### config.mk
export PLATFORM = sky130hd
export DESIGN_NAME = memory_request_arbiter
export DESIGN_NICKNAME = d
export VERILOG_FILES = /design/src/rtl/cpu_types_pkg.sv /design/src/rtl/memory_request_arbiter_watchdog.sv /design/src/rtl/memory_request_arbiter.sv
export SDC_FILE = /design/constraint.sdc
export NUM_CORES = 1
export LEC_CHECK = 0
export ABC_AREA = 1
export CORE_AREA = 2 2 115 200
export CTS_CLUSTER_DIAMETER = 40
export CTS_CLUSTER_SIZE = 12
export DETAILED_ROUTE_END_ITERATION = 16
export DIE_AREA = 0 0 117 202
export SLEW_MARGIN = 25
export SYNTH_ARGS = -nofsm -noshare
export SYNTH_HDL_FRONTEND = slang
export SYNTH_SLANG_ARGS = --single-unit
### constraint.sdc
create_clock -name CLK -period 1.65 [get_ports CLK]
set_input_delay 0.165 -clock CLK [delete_from_list [all_inputs] [get_ports CLK]]
set_output_delay 0.165 -clock CLK [all_outputs]
set_load 0.02 [all_outputs]
### src/rtl/cpu_types_pkg.sv
// Shared CPU datapath types: machine word and the memory arbiter state encoding.
package cpu_types_pkg;

    localparam int unsigned WORD_BITS = 32;

    typedef logic [WORD_BITS-1:0] word_t;

    typedef enum logic [1:0] {
        IDLE = 2'd0,
        IACC = 2'd1,
        DACC = 2'd2
    } arb_state_t;

endpackage

### src/rtl/memory_request_arbiter_watchdog.sv
// Access watchdog for the memory arbiter: counts stalled access cycles and
// raises a sticky timeout flag when the limit is reached.
module arb_watchdog #(
    parameter int unsigned TIMEOUT = 16
) (
    input  logic clk_i,
    input  logic nrst_i,
    input  logic active_i,
    input  logic ready_i,
    output logic expire_o,
    output logic timeout_o
);

    localparam int unsigned CW = $clog2(TIMEOUT + 1);

    logic [CW-1:0] wdog_q, wdog_d;
    logic          timeout_q, timeout_d;

    // The limit is hit in the TIMEOUT-th stalled cycle itself, so the flag is visible then.
    assign expire_o  = active_i && !ready_i && (wdog_q == CW'(TIMEOUT - 1));
    assign timeout_o = timeout_q || expire_o;

    always_comb begin
        wdog_d    = wdog_q;
        timeout_d = timeout_q || expire_o;
        if (!active_i || ready_i || expire_o) begin
            wdog_d = '0;
        end else begin
            wdog_d = wdog_q + CW'(1);
        end
    end

    always_ff @(posedge clk_i) begin
        if (!nrst_i) begin
            wdog_q    <= '0;
            timeout_q <= 1'b0;
        end else begin
            wdog_q    <= wdog_d;
            timeout_q <= timeout_d;
        end
    end

endmodule

### src/rtl/memory_request_arbiter.sv
// Shares the single RAM port between instruction fetch and data accesses,
// data first with a fetch-starvation limit. Watchdog optional via ARB_TIMEOUT_EN.
module memory_request_arbiter
    import cpu_types_pkg::*;
#(
    parameter int unsigned ADDR_W      = 32,
    parameter int unsigned WORD_W      = 32,
    parameter int unsigned MAX_DSTREAK = 4,
    parameter int unsigned TIMEOUT     = 16
) (
    input  logic              CLK,
    input  logic              nRST,
    input  logic              iREN,
    input  logic [ADDR_W-1:0] iaddr,
    input  logic              dREN,
    input  logic              dWEN,
    input  logic [ADDR_W-1:0] daddr,
    input  logic [WORD_W-1:0] dstore,
    input  logic              halt,
    input  logic              ram_ready,
    input  logic [WORD_W-1:0] ramload,
    output logic              ramREN,
    output logic              ramWEN,
    output logic [ADDR_W-1:0] ramaddr,
    output logic [WORD_W-1:0] ramstore,
    output logic              ihit,
    output logic              dhit,
    output logic [WORD_W-1:0] iload,
    output logic [WORD_W-1:0] dload,
    output logic              timeout
);

    localparam int unsigned DS_W = $clog2(MAX_DSTREAK + 1);

    arb_state_t        state_q, state_d;
    logic [ADDR_W-1:0] addr_q, addr_d;
    logic [WORD_W-1:0] store_q, store_d;
    logic              wr_q, wr_d;
    logic [WORD_W-1:0] iload_q, dload_q;
    logic [DS_W-1:0]   dstreak_q, dstreak_d;

    logic ireq, dreq, force_i, dgrant, igrant, in_acc, done, expire;

`ifdef ARB_TIMEOUT_EN
    arb_watchdog #(
        .TIMEOUT (TIMEOUT)
    ) u_wdog (
        .clk_i     (CLK),
        .nrst_i    (nRST),
        .active_i  (in_acc),
        .ready_i   (ram_ready),
        .expire_o  (expire),
        .timeout_o (timeout)
    );
`else
    assign expire  = 1'b0;
    assign timeout = 1'b0;
`endif

    assign ireq    = iREN && !halt;
    assign dreq    = dREN || dWEN;
    assign force_i = ireq && (dstreak_q == DS_W'(MAX_DSTREAK));
    assign dgrant  = (state_q == IDLE) && dreq && !force_i;
    assign igrant  = (state_q == IDLE) && ireq && !dgrant;
    assign in_acc  = (state_q != IDLE);
    assign done    = in_acc && ram_ready && !expire;

    assign ihit     = (state_q == IACC) && done;
    assign dhit     = (state_q == DACC) && done;
    assign ramREN   = (state_q == IACC) || ((state_q == DACC) && !wr_q);
    assign ramWEN   = (state_q == DACC) && wr_q;
    assign ramaddr  = in_acc ? addr_q : '0;
    assign ramstore = ramWEN ? store_q : '0;

    // Load data bypasses the holding register in the hit cycle so it is valid from the hit onward.
    assign iload = ihit ? ramload : iload_q;
    assign dload = (dhit && !wr_q) ? ramload : dload_q;

    always_comb begin
        state_d   = state_q;
        addr_d    = addr_q;
        store_d   = store_q;
        wr_d      = wr_q;
        dstreak_d = dstreak_q;

        if (dgrant) begin
            state_d = DACC;
            addr_d  = daddr;
            store_d = dstore;
            wr_d    = dWEN;
        end else if (igrant) begin
            state_d = IACC;
            addr_d  = iaddr;
            store_d = '0;
            wr_d    = 1'b0;
        end else if (done || expire) begin
            state_d = IDLE;
        end

        if (!ireq || igrant) begin
            dstreak_d = '0;
        end else if (dgrant && (dstreak_q != DS_W'(MAX_DSTREAK))) begin
            dstreak_d = dstreak_q + DS_W'(1);
        end
    end

    always_ff @(posedge CLK) begin
        if (!nRST) begin
            state_q   <= IDLE;
            addr_q    <= '0;
            store_q   <= '0;
            wr_q      <= 1'b0;
            iload_q   <= '0;
            dload_q   <= '0;
            dstreak_q <= '0;
        end else begin
            state_q   <= state_d;
            addr_q    <= addr_d;
            store_q   <= store_d;
            wr_q      <= wr_d;
            iload_q   <= iload;
            dload_q   <= dload;
            dstreak_q <= dstreak_d;
        end
    end

endmodule
==> reports/results.ini, run 1 <==
[clocking]
clock-sinks = 134
cts-htree-levels = 4
root_buffer = clkbuf_16
cts_hold_buf = 0
cts_buffers = 17
cts_tree = built
cts.clk_slew.worst_paths_ns = 0.06
ctsLongestPathBuffers = 2
clock_latency_ns = 0.42

[detailed_routing]
drt_pass1_iterations = 6
drtAntennaViolNets = 0
via_per_inst = 4.49
drtIter0Drc = 356
vias = 7667
route.detailed.drc = 0
wire_per_inst_microns = 14.8
drt_wl_total_mm = 25.3

[critical_path]
worstPathMaxFanout = 6
cp.required_ns = 1.48
cp-end-kind = output pin
r2r_end = addr_q[6]
critPathLaunchType = flip-flop
crit_type = flip-flop to output pin
regToRegSetupSlack_ns = -0.10
reg2reg_depth = 11
worstReg2RegStart = state_q[1]
crit_arrival_ns = 1.85

[synth]
ys_seq_elements = 134
synth_flop_cell = dfxtp_1
synth_nets = 1167
synth_area_sq_um = 6500
synth_top_cell_by_area = dfxtp_1
yosysTopAreaCellShare = 0.413
yosysSeqAreaShare = 0.413
synth_common_cells = 241 x nand2_1, 199 x inv_1, 164 x nand3_1
async_flop_share = 0
synth_edf_count = 0
synthTopCellsByArea = dfxtp_1 41%, nand2_1 14%, nand3_1 13%
synthCells = 1030
yosys_warnings = 0
synth_most_common_cell = nand2_1
avgSynthCellArea_sq_um = 6.31
ys_types = 20

[place]
dp.cells = 1622
post-place-ws_ns = -0.463
portBuffers = 266
dpl_cell_area_sq_um = 10200
place_congestion = 0.809
hpwlAfterDp_mm = 15.7

[sta]
finalClockSkew_ns = 0.00499
rsz0062_at_grt = yes
finalSetupViolCount = 161
drv_slew = 0
period_needed_ns = 2.01
min_period_over_period = 1.22
fmax_ghz = 0.497
finalHoldViolCount = 0
hold_slack_ns = 0.330
final.setup.worst_slack_ns = -0.362

[grt]
grt_pass1_wl_mm = 35.3
antenna_found_initial = 3
grt_max_degree = 52
grt_pass1_vias = 7186
grt_overflow_total = 0
grtUsageTotal = 0.193

[flow_run]
drv_cap = 0

[power_and_ir_drop]
ir_drop_v = 0.000588
power.density_nw_per_um2 = 816
power_leakage_nw = 6.13

[die]
coreArea_sq_um = 22100
die_h_microns = 202
row_count = 72
ios = 268
die_w_microns = 117
initial_core_util = 0.294
die_area_sq_um = 23600

[cells_and_area]
final_area_sq_um = 12300
nets = 1533
syn_to_final_growth_pct = 88.9
fin_cells = 1706
drive_gt1_frac = 0.354

[min_path]
hold_path.class = input pin to flip-flop
min_from = dstore[16]
hold_path_depth = 3
min_to = store_q[16]

[status]
status = finished, violations left
violations = setup timing

## state kept, by name, indices dropped and copies added (netlist names)
name       cells
dstreak_q      3
wr_q           1
state_q        2
dload_q       32
iload_q       32
store_q       32
addr_q        32
## kinds of logic (layout without fill, tap and decap cells)
kind of cell	after synthesis	in the layout	synth area share
xor gates and xnor gates	1	1	0.00135
AOI/OAI and AO/OA	103	103	0.0793
adders and majority gates	2	2	0.00385
buffers and inverters	276	653	0.169
DFF	134	134	0.413
other	1	4	0.000577
and+or+nand+nor	513	513	0.333
## final cells by class
class	count	area (sq um)
clock inverter	5	25.0
timing repair buffer	414	4330
fill	2138	9800
sequential	134	2690
tap	296	370
antenna	3	7.51
multi-input combinational	620	3570
inverter	209	798
clock buffer	25	485
## stage by stage
step                      setup TNS (ns)  total power [mW]   util
final                             -22.03              10.0  0.556
after global routing              -35.33              10.5  0.556
after detailed placement          -36.15              6.16  0.460
after CTS                         -26.13              9.65  0.515
after global placement            -34.53              6.13  0.460
after floorplan                        0              4.90      -
## layout by cell type (no fill, tap or decap), types with 11 or more instances in the layout
master and n:
nor2_4 40, nand2_4 12, buf_2 20, nor2_1 62, inv_2 11, buf_12 26, nand2_1 181, buf_4 119
inv_1 195, nand3_1 130, buf_6 93, clkbuf_16 25, o21ai_2 32, nand2_2 48, clkdlybuf4s50_1 134, dfxtp_1 132
nand3_2 33, a21oi_1 64
## how the worst max path moves through the flow
stage          depth (start not counted)        from  slack [ns]            to
6_report                               9  state_q[1]       -0.36   ramstore[1]
5_1_grt                                9  state_q[1]       -0.44   ramstore[1]
4_1_cts                                7  state_q[1]       -0.38     dload[13]
3_5_place_dp                           7   ram_ready       -0.46      iload[3]
3_3_place_gp                           7   ram_ready       -0.44      iload[4]
2_1_floorplan                          7  state_q[1]        0.02  ramstore[10]
## where the power goes
group	switching, mW	internal (mW)
logic	1.62	1.47
registers	0.0851	3.48
clock network	1.35	2.01
## what timing repair did
action,4_1_cts,5_1_grt
cloned,6,14
setup endpoints to repair,132,198
resized for setup,704,322
pin swaps,1,23
buffers inserted,22,12
## per-layer routing
layer	global-route usage	vias up	share of wire
met5	0	-	0
met4	0.105	0	0.039
met3	0.0525	55	0.051
met2	0.363	234	0.57
met1	0.182	3519	0.34
li1	-	3859	-
## worst max-delay path, cell delays in order (launching register included)
cell      delay [ns]
dfxtp_2         0.33
inv_2           0.05
nor2_4          0.16
inv_2           0.08
nor2_4          0.15
clkinv_4        0.13
buf_16          0.17
buf_8           0.13
nor2_4          0.11
buf_6           0.13
No activity file was read; power rests on OpenSTA's default activity.
==> inputs of run 2 (changes only) <==
--- a/config.mk
+++ b/config.mk
@@ -6,6 +6,7 @@
 export NUM_CORES = 1
 export LEC_CHECK = 0
 export ABC_AREA = 1
+export CAP_MARGIN = 0
 export CORE_AREA = 2 2 115 200
 export CTS_CLUSTER_DIAMETER = 40
 export CTS_CLUSTER_SIZE = 12
==> results of run 2 <==
Final layout, timing and power as in run 1 (identical DEF).
==> inputs of run 3 (changes only) <==
--- a/config.mk
+++ b/config.mk
@@ -9,7 +9,6 @@
 export CAP_MARGIN = 0
 export CORE_AREA = 2 2 115 200
 export CTS_CLUSTER_DIAMETER = 40
-export CTS_CLUSTER_SIZE = 12
 export DETAILED_ROUTE_END_ITERATION = 16
 export DIE_AREA = 0 0 117 202
 export SLEW_MARGIN = 25
==> results of run 3 <==
Final layout, timing and power as in run 1 (identical DEF).
